--- src/rtl/mem_seq_pkg.sv ---
// rtl/mem_seq_pkg.sv - shared types and constants for the memory-access sequencer
// Contents: mem_seq_state_t state enum, DM_DEPTH_LOG2 memory depth, ACC_LOAD/ACC_STORE access types.
package mem_seq_pkg;

    typedef enum logic [2:0] {
        ST_IDLE = 3'd0,
        ST_ADDR = 3'd1,
        ST_RD   = 3'd2,
        ST_CAP  = 3'd3,
        ST_WR   = 3'd4,
        ST_DONE = 3'd5
    } mem_seq_state_t;

    // Shared with the data-memory model: 256 implemented words.
    localparam int DM_DEPTH_LOG2 = 8;

    localparam logic ACC_LOAD  = 1'b0;
    localparam logic ACC_STORE = 1'b1;

endpackage

--- src/rtl/mem_seq.sv ---
// rtl/mem_seq.sv - load/store request to one-strobe-per-cycle memory sequence
// Ports: clk, rst (sync, active-high); request side req/we/addr/wdata, ready/done/err/rdata;
//        memory side mar_wr/mar_in, dm_r/dm_w/dm_wdata/dm_rdata, mem_oe, mdr_wr, mdr_oe.
// Option macro MEM_SEQ_BOUNDS_CHK_EN: reject addresses above the implemented memory
// with a cycle-1 done+err and no memory strobes; undefined ties err to 0.
module mem_seq
    import mem_seq_pkg::*;
#(
    parameter int ADDR_W = 32,
    parameter int DATA_W = 32,
    parameter int DM_AW  = DM_DEPTH_LOG2
) (
    input  logic              clk,
    input  logic              rst,
    input  logic              req,
    input  logic              we,
    input  logic [ADDR_W-1:0] addr,
    input  logic [DATA_W-1:0] wdata,
    output logic              ready,
    output logic              done,
    output logic              err,
    output logic [DATA_W-1:0] rdata,
    output logic              mar_wr,
    output logic [ADDR_W-1:0] mar_in,
    output logic              dm_r,
    output logic              dm_w,
    output logic [DATA_W-1:0] dm_wdata,
    input  logic [DATA_W-1:0] dm_rdata,
    output logic              mem_oe,
    output logic              mdr_wr,
    output logic              mdr_oe
);

    mem_seq_state_t state;
    logic           acc_we;

`ifdef MEM_SEQ_BOUNDS_CHK_EN
    logic err_q;
    assign err = err_q;
`else
    assign err = 1'b0;
`endif

    // Every output is registered alongside the state it belongs to, so a strobe
    // is high exactly in the cycle its state is held and req never reaches an output.
    always_ff @(posedge clk) begin
        if (rst) begin
            state    <= ST_IDLE;
            acc_we   <= ACC_LOAD;
            ready    <= 1'b1;
            done     <= 1'b0;
            mar_wr   <= 1'b0;
            dm_r     <= 1'b0;
            dm_w     <= 1'b0;
            mem_oe   <= 1'b0;
            mdr_wr   <= 1'b0;
            mdr_oe   <= 1'b0;
            rdata    <= '0;
            mar_in   <= '0;
            dm_wdata <= '0;
`ifdef MEM_SEQ_BOUNDS_CHK_EN
            err_q    <= 1'b0;
`endif
        end else begin
            ready  <= 1'b0;
            done   <= 1'b0;
            mar_wr <= 1'b0;
            dm_r   <= 1'b0;
            dm_w   <= 1'b0;
            mem_oe <= 1'b0;
            mdr_wr <= 1'b0;
            mdr_oe <= 1'b0;
`ifdef MEM_SEQ_BOUNDS_CHK_EN
            err_q  <= 1'b0;
`endif
            case (state)
                ST_IDLE: begin
                    ready <= 1'b1;
                    if (req) begin
                        // Upper bits are carried through untouched; only the
                        // bounds-check build looks at them.
                        mar_in   <= {addr[ADDR_W-1:DM_AW], addr[DM_AW-1:0]};
                        dm_wdata <= wdata;
                        acc_we   <= we;
                        ready    <= 1'b0;
                        state    <= ST_ADDR;
                        mar_wr   <= 1'b1;
`ifdef MEM_SEQ_BOUNDS_CHK_EN
                        if (|addr[ADDR_W-1:DM_AW]) begin
                            state  <= ST_DONE;
                            mar_wr <= 1'b0;
                            done   <= 1'b1;
                            err_q  <= 1'b1;
                        end
`endif
                    end
                end
                ST_ADDR: begin
                    if (acc_we == ACC_STORE) begin
                        state <= ST_WR;
                        dm_w  <= 1'b1;
                    end else begin
                        state <= ST_RD;
                        dm_r  <= 1'b1;
                    end
                end
                ST_RD: begin
                    state  <= ST_CAP;
                    mem_oe <= 1'b1;
                    mdr_wr <= 1'b1;
                end
                ST_CAP: begin
                    rdata  <= dm_rdata;
                    state  <= ST_DONE;
                    done   <= 1'b1;
                    mdr_oe <= 1'b1;
                end
                ST_WR: begin
                    state <= ST_DONE;
                    done  <= 1'b1;
                end
                ST_DONE: begin
                    state <= ST_IDLE;
                    ready <= 1'b1;
                end
                default: begin
                    state <= ST_IDLE;
                    ready <= 1'b1;
                end
            endcase
        end
    end

endmodule

--- config.mk ---
export PLATFORM = sky130hd
export DESIGN_NAME = mem_seq
export DESIGN_NICKNAME = d
export VERILOG_FILES = /design/src/rtl/mem_seq_pkg.sv /design/src/rtl/mem_seq.sv
export SDC_FILE = /design/constraint.sdc
export NUM_CORES = 1
export LEC_CHECK = 0
export CAP_MARGIN = 25
export CORE_MARGIN = 8
export CORE_UTILIZATION = 38
export DETAILED_ROUTE_END_ITERATION = 16
export GPL_TIMING_DRIVEN = 0
export PLACE_DENSITY = 0.8
export SYNTH_ARGS = -nofsm -noshare
export SYNTH_HDL_FRONTEND = slang
export SYNTH_SLANG_ARGS = --single-unit
--- constraint.sdc ---
create_clock -name clk -period 2.3 [get_ports clk]
set_clock_uncertainty 0.2 [all_clocks]
set_input_delay 0.575 -clock clk [delete_from_list [all_inputs] [get_ports clk]]
set_output_delay 0.575 -clock clk [all_outputs]
set_load 0.02 [all_outputs]
==> results.txt, run 1 <==
Ranking of synthesized cells by area: dfxtp_1 (58%), nand2_1 (20%), a21oi_1 (13%)
PostCTS Resize Cnt: 0
Die height: 115 µm
Gpl congestion: 0.777
Gr usage total: 0.178
Clock Latency Late Sink: 340 ps
Fillers: 897
Final Setup Violations: 0
EDFF count, synth: 0
Post-layout minimum cycle time: 2190 ps
Top Ports: 205
WL/cell: 14.9 µm
CP max stage cell: clkdlybuf4s50_1
Die width: 115 µm
CP cell instances: buf_4 -> clkdlybuf4s50_1
First-pass GRT wire length: 18,700 µm
DRT Pass-1 Iters: 5
Static leakage: 2.21 nW
Int Pwr: 3.05 mW
Count leader, synth: nand2_1
Status: completed
Hold Crit Start: dm_wdata[30]
Synth Cell Area: 3720 µm²
Port Buf Inserts: 202
DP Worst Slack: -91.6 ps
Clock Root Buffer: clkbuf_8
Mean Syn Cell Area: 8.10 µm²
Min-delay worst type: reg -> reg
P&R area growth vs syn: 63.7%
Nets@finish: 773
Combinational share of power: 0.275
Maxcap violations: 0
Clock-pin slew on the worst setup and hold paths: 90 ps
Final WL: 12,000 µm
Reg2Reg Launch Point: state[2]
RSZ-0062 raised after global routing: no
Worst-path maximum fanout: 2
Yosys top cell area share: 0.575
Hold endpoint: dm_wdata[30]
DR vias: 3,718
Switching Share: 0.299
CP Launch Point: mdr_wr
Cell variety after synth: 19
Switching Power: 1.30 mW
Die Footprint: 13,200 µm²
Total CTS buffers: 9
CTS tree: done
Fin crit share: 0.950
Pwr dens: 714 nW/µm²
Largest net degree at the start of global routing: 18
Max clock buf depth: 2
Slew HR: 0.577
Vias in the first global route: 3,827
Initial core utilization: 0.386
YS warnings: 0
Core area: 9640 µm²
Share of cells above drive strength 1: 0.0547
# rows: 36
Post-route ant nets: 0
Mapped Nets: 560
WP data arrival: 1410 ps
Clock sinks: 107
Post-CTS Hold Buffers: 0
Final HPWL DP: 9560 µm
Top FF cell, synth: dfxtp_1
Initial antenna violation count: 0
Worst ir drop on vdd: 0.369 mV
Post-CTS Setup Inserts: 0
Initial drt markers: 156
Synth Register Bits: 107
Register-to-Register Path Depth: 6
Reg power frac: 0.480
Seq/Total Area, Yosys: 0.575
Area after DPL: 5910 µm²
Max Clk Rate: 458 MHz
TNS Setup: 0 ps
Worst-margin pin slew: 635 ps
CP endpoint kind: output pin
Fin. max-slew vios: 0
Setup CP Type: reg -> out
Drt via density: 4.59
Reg2Reg Setup Slack: 490 ps
Async set or reset register ratio after synthesis: 0
WP data required: 1520 ps
Final Hold Viols: 0
Nature of the critical path startpoint: flop
Design area: 6100 µm²
H-tree levels: 3
Synth area leader: dfxtp_1
Most common library cells after synthesis: nand2_1 (196), dfxtp_1 (107), a21oi_1 (100)
Worst R2R End: mar_in[0]
Diodes inserted: 0
# DRC: 0
Family with the most delay on the worst path: buffers and inverters
Final WS setup: 115 ps
Post-Syn Instances: 460
Crit path buf inv count: 2
Worst hold stages: 2
Post-Route Utilization: 0.633
Clock share of power: 0.245
GR Overflow Total: 0
Max stage delay on crit path: 590 ps
-- per-stage QoR --
stage / total power, mW / cells / hold WS (ps)
floorplan: 2.74 / 460 / 246
global placement: 3.31 / 795 / 241
detailed placement: 3.34 / 795 / 245
CTS: 4.42 / 810 / 260
global route: 4.61 / 810 / 277
finish: 4.35 / 810 / 258
-- layer usage --
metal / wire [µm] / share of wire / vias up / track usage
met5: 0 / 0 / - / 0
li1: - / - / 1894 / -
met4: 76 / 0.0063 / 0 / 0.0429
met1: 4670 / 0.39 / 1688 / 0.183
met3: 1220 / 0.10 / 6 / 0.0840
met2: 6070 / 0.50 / 130 / 0.321
-- worst min-delay path, delay by kind of cell (launching register included) --
kind / cells / cell delay [ps]
flops: 1 / 320
simple gates: 1 / 50
compound gates: 1 / 50
-- sequential cells by signal, summed over array words and instances, names as in the netlist --
| signal | count |
|---|---|
| done | 1 |
| acc_we | 1 |
| dm_w | 1 |
| ready | 1 |
| dm_wdata | 32 |
| state | 3 |
| mdr_oe | 1 |
| mar_wr | 1 |
| dm_r | 1 |
| mar_in | 32 |
| rdata | 32 |
| mdr_wr | 1 |
-- power groups by stage --
stage                     clock network [mW]  registers [mW]  logic (mW)
after global placement                     0            2.12        1.18
after detailed placement                   0            2.13        1.21
after floorplan                            0            2.31       0.426
after global routing                    1.20            2.11        1.30
after CTS                               1.11            2.09        1.21
final                                   1.07            2.09        1.20
-- logic make-up after synthesis --
kind of cell | synth area share
other | 0.00101
buffers and inverters | 0.0578
DFF | 0.575
AOI/OAI and AO/OA | 0.139
and+or+nand+nor | 0.227
-- layout by cell type (no fill, tap or decap), types with 2 or more instances in the layout --
cell,count
clkdlybuf4s50_1,202
inv_6,2
buf_6,5
nor2_1,4
nand2b_1,2
o21ai_0,2
clkbuf_1,19
buf_4,7
nand2_1,196
nand3b_1,2
clkbuf_8,11
a21oi_1,100
buf_2,7
nor4b_1,2
dfxtp_1,107
-- final cells by class --
type                       instances  area [µm²]  share of cell area
sequential                       107        2140               0.351
timing repair buffer             202        2020               0.332
multi-input combinational        315        1370               0.224
buffer                            38         215              0.0353
tap                              133         166              0.0273
clock buffer                      11         151              0.0248
clock inverter                     4        33.8             0.00554
-- worst max-delay path by stage --
| stage | endpoint | slack, ps | cells past startpoint |
|---|---|---|---|
| 6_report | mem_oe | 110 | 2 |
| 5_1_grt | mem_oe | 30 | 2 |
| 4_1_cts | mem_oe | 80 | 2 |
| 3_5_place_dp | mar_in[2] | -90 | 6 |
| 3_3_place_gp | dm_wdata[4] | -70 | 5 |
| 2_1_floorplan | dm_wdata[13] | 550 | 5 |
Power figures use the tool's default switching activity.
==> run 2: changes to the inputs <==
- CORE_MARGIN: 8 -> unset
- CTS_BUF_LIST: unset -> sky130_fd_sc_hd__clkbuf_16
==> results.txt, run 2 (synthesized netlist as in run 1, its figures left out) <==
Static leakage: 2.25 nW (was 2.21 nW)
Max clock buf depth: 2 (unchanged)
Diodes inserted: 0 (unchanged)
Port Buf Inserts: 202 (unchanged)
Reg2Reg Setup Slack: 490 ps (about the same)
# rows: 35 (was 36)
Fillers: 820 (was 897)
CP max stage cell: clkdlybuf4s50_1 (unchanged)
Worst-path maximum fanout: 2 (unchanged)
Commonest non-fill, non-tap cell in the layout: clkdlybuf4s50_1 (unchanged)
Hold Crit Start: dm_wdata[1] (was dm_wdata[30])
Vias in the first global route: 3,643 (was 3,827)
Setup CP Type: reg -> out (unchanged)
Worst ir drop on vdd: 0.340 mV (was 0.369 mV)
Final Power: 4.65 mW (was 4.35 mW)
Clock sinks: 107 (unchanged)
Status: completed (unchanged)
Fin crit share: 0.936 (was 0.950)
Family with the most delay on the worst path: buffers and inverters (unchanged)
Most frequent cells in the layout: clkdlybuf4s50_1 (202), nand2_1 (196), dfxtp_1 (107) (unchanged)
Clock Latency Late Sink: 330 ps (was 340 ps)
Clock Root Buffer: clkbuf_16 (was clkbuf_8)
Final Hold Viols: 0 (unchanged)
Initial drt markers: 80 (was 156)
Post-CTS Setup Inserts: 0 (unchanged)
Largest net degree at the start of global routing: 17 (was 18)
Final HPWL DP: 8080 µm (was 9560 µm)
Top Ports: 205 (unchanged)
WP data required: 1520 ps (about the same)
Core area: 9370 µm² (was 9640 µm²)
Maxcap violations: 0 (unchanged)
DR vias: 3,728 (was 3,718)
Drt via density: 4.62 (was 4.59)
Slew HR: 0.563 (was 0.577)
Share of cells above drive strength 1: 0.0501 (was 0.0547)
CTS tree: done (unchanged)
CP endpoint kind: output pin (unchanged)
Post-route ant nets: 0 (unchanged)
Max Clk Rate: 464 MHz (was 458 MHz)
RSZ-0062 raised after global routing: no (unchanged)
Worst-margin pin slew: 656 ps (was 635 ps)
Gr usage total: 0.209 (was 0.178)
Final WL: 10,800 µm (was 12,000 µm)
Hold endpoint: dm_wdata[1] (was dm_wdata[30])
WL/cell: 13.3 µm (was 14.9 µm)
Post-CTS Hold Buffers: 0 (unchanged)
DP Worst Slack: -104 ps (was -91.6 ps)
Cells after DPL: 791 (was 795)
PostCTS Resize Cnt: 0 (unchanged)
Nets@finish: 773 (unchanged)
Die width: 101 µm (was 115 µm)
DRT Pass-1 Iters: 4 (was 5)
Reg2Reg Launch Point: state[2] (unchanged)
Die Footprint: 10,200 µm² (was 13,200 µm²)
Post-Route Utilization: 0.658 (was 0.633)
Total CTS buffers: 9 (unchanged)
Gpl congestion: 0.758 (was 0.777)
Final hold slack: 252 ps (was 258 ps)
Initial antenna violation count: 0 (unchanged)
Pwr dens: 754 nW/µm² (was 714 nW/µm²)
Min-delay worst type: reg -> reg (unchanged)
H-tree levels: 3 (unchanged)
WP data arrival: 1380 ps (was 1410 ps)
Worst R2R End: mar_in[21] (was mar_in[0])
CP cell instances: buf_4 -> clkdlybuf4s50_1 (unchanged)
Worst hold stages: 2 (unchanged)
Design area: 6170 µm² (was 6100 µm²)
GR Overflow Total: 0 (unchanged)
Final Setup Violations: 0 (unchanged)
Nature of the critical path startpoint: flop (unchanged)
Top Registers: dm_wdata x32, mar_in x32, rdata x32 (unchanged)
Crit path buf inv count: 2 (unchanged)
Max stage delay on crit path: 590 ps (about the same)
Post-route insts no fill: 807 (was 810)
Die height: 101 µm (was 115 µm)
Fin. max-slew vios: 0 (unchanged)
Post-layout minimum cycle time: 2150 ps (was 2190 ps)
P&R area growth vs syn: 65.7% (was 63.7%)
Clock-pin slew on the worst setup and hold paths: 60 ps (was 90 ps)
# DRC: 0 (unchanged)
Register-to-Register Path Depth: 6 (unchanged)
Final WS setup: 147 ps (was 115 ps)
First-pass GRT wire length: 16,600 µm (was 18,700 µm)
TNS Setup: 0 ps (unchanged)
Initial core utilization: 0.397 (was 0.386)
Area after DPL: 5910 µm² (about the same)
-- run 2: cell count changes in the layout (fill, tap and decap cells not counted), sizes merged --
cell and change:
clkinv +4, clkbuf -2, clkinvlp -1
-- run 2: worst max path at each step --
stage | start | end | slack, ps | depth (start not counted)
after floorplan | req | dm_wdata[13] | 550 | 5
after global placement | req | mar_in[0] | -80 | 6
after detailed placement | req | mar_in[21] | -100 | 6
after CTS | mdr_wr | mem_oe | 130 | 2
after global routing | mdr_wr | mem_oe | 90 | 2
final | mdr_wr | mem_oe | 150 | 2
-- run 2: worst reg2reg max path: stages, from the launching register on --
cell	delay, ps
dfxtp_1	310
buf_2	170
nor4b_2	320
buf_2	310
buf_4	220
nand2_1	60
a21oi_1	140
-- run 2: final cells by class --
type                    instances  area (µm²)  share of cell area
plain buffers                  38         215              0.0349
clock buffers                   9         225              0.0365
clock inverters                 7        37.5             0.00608
multi-input cells             315        1370               0.222
flip-flops and latches        107        2140               0.347
well taps                     129         161              0.0262
repair buffers                202        2020               0.328
-- run 2: layer usage --
metal,GRT usage,wire (µm)
met2,0.384,5410
met5,0,0
met4,0.0535,126
met3,0.0867,1030
met1,0.220,4200
-- run 2: where the power goes --
part | switching [mW] | internal [mW]
clock | 0.653 | 0.721
combinational | 0.607 | 0.580
sequential | 0.0779 | 2.01
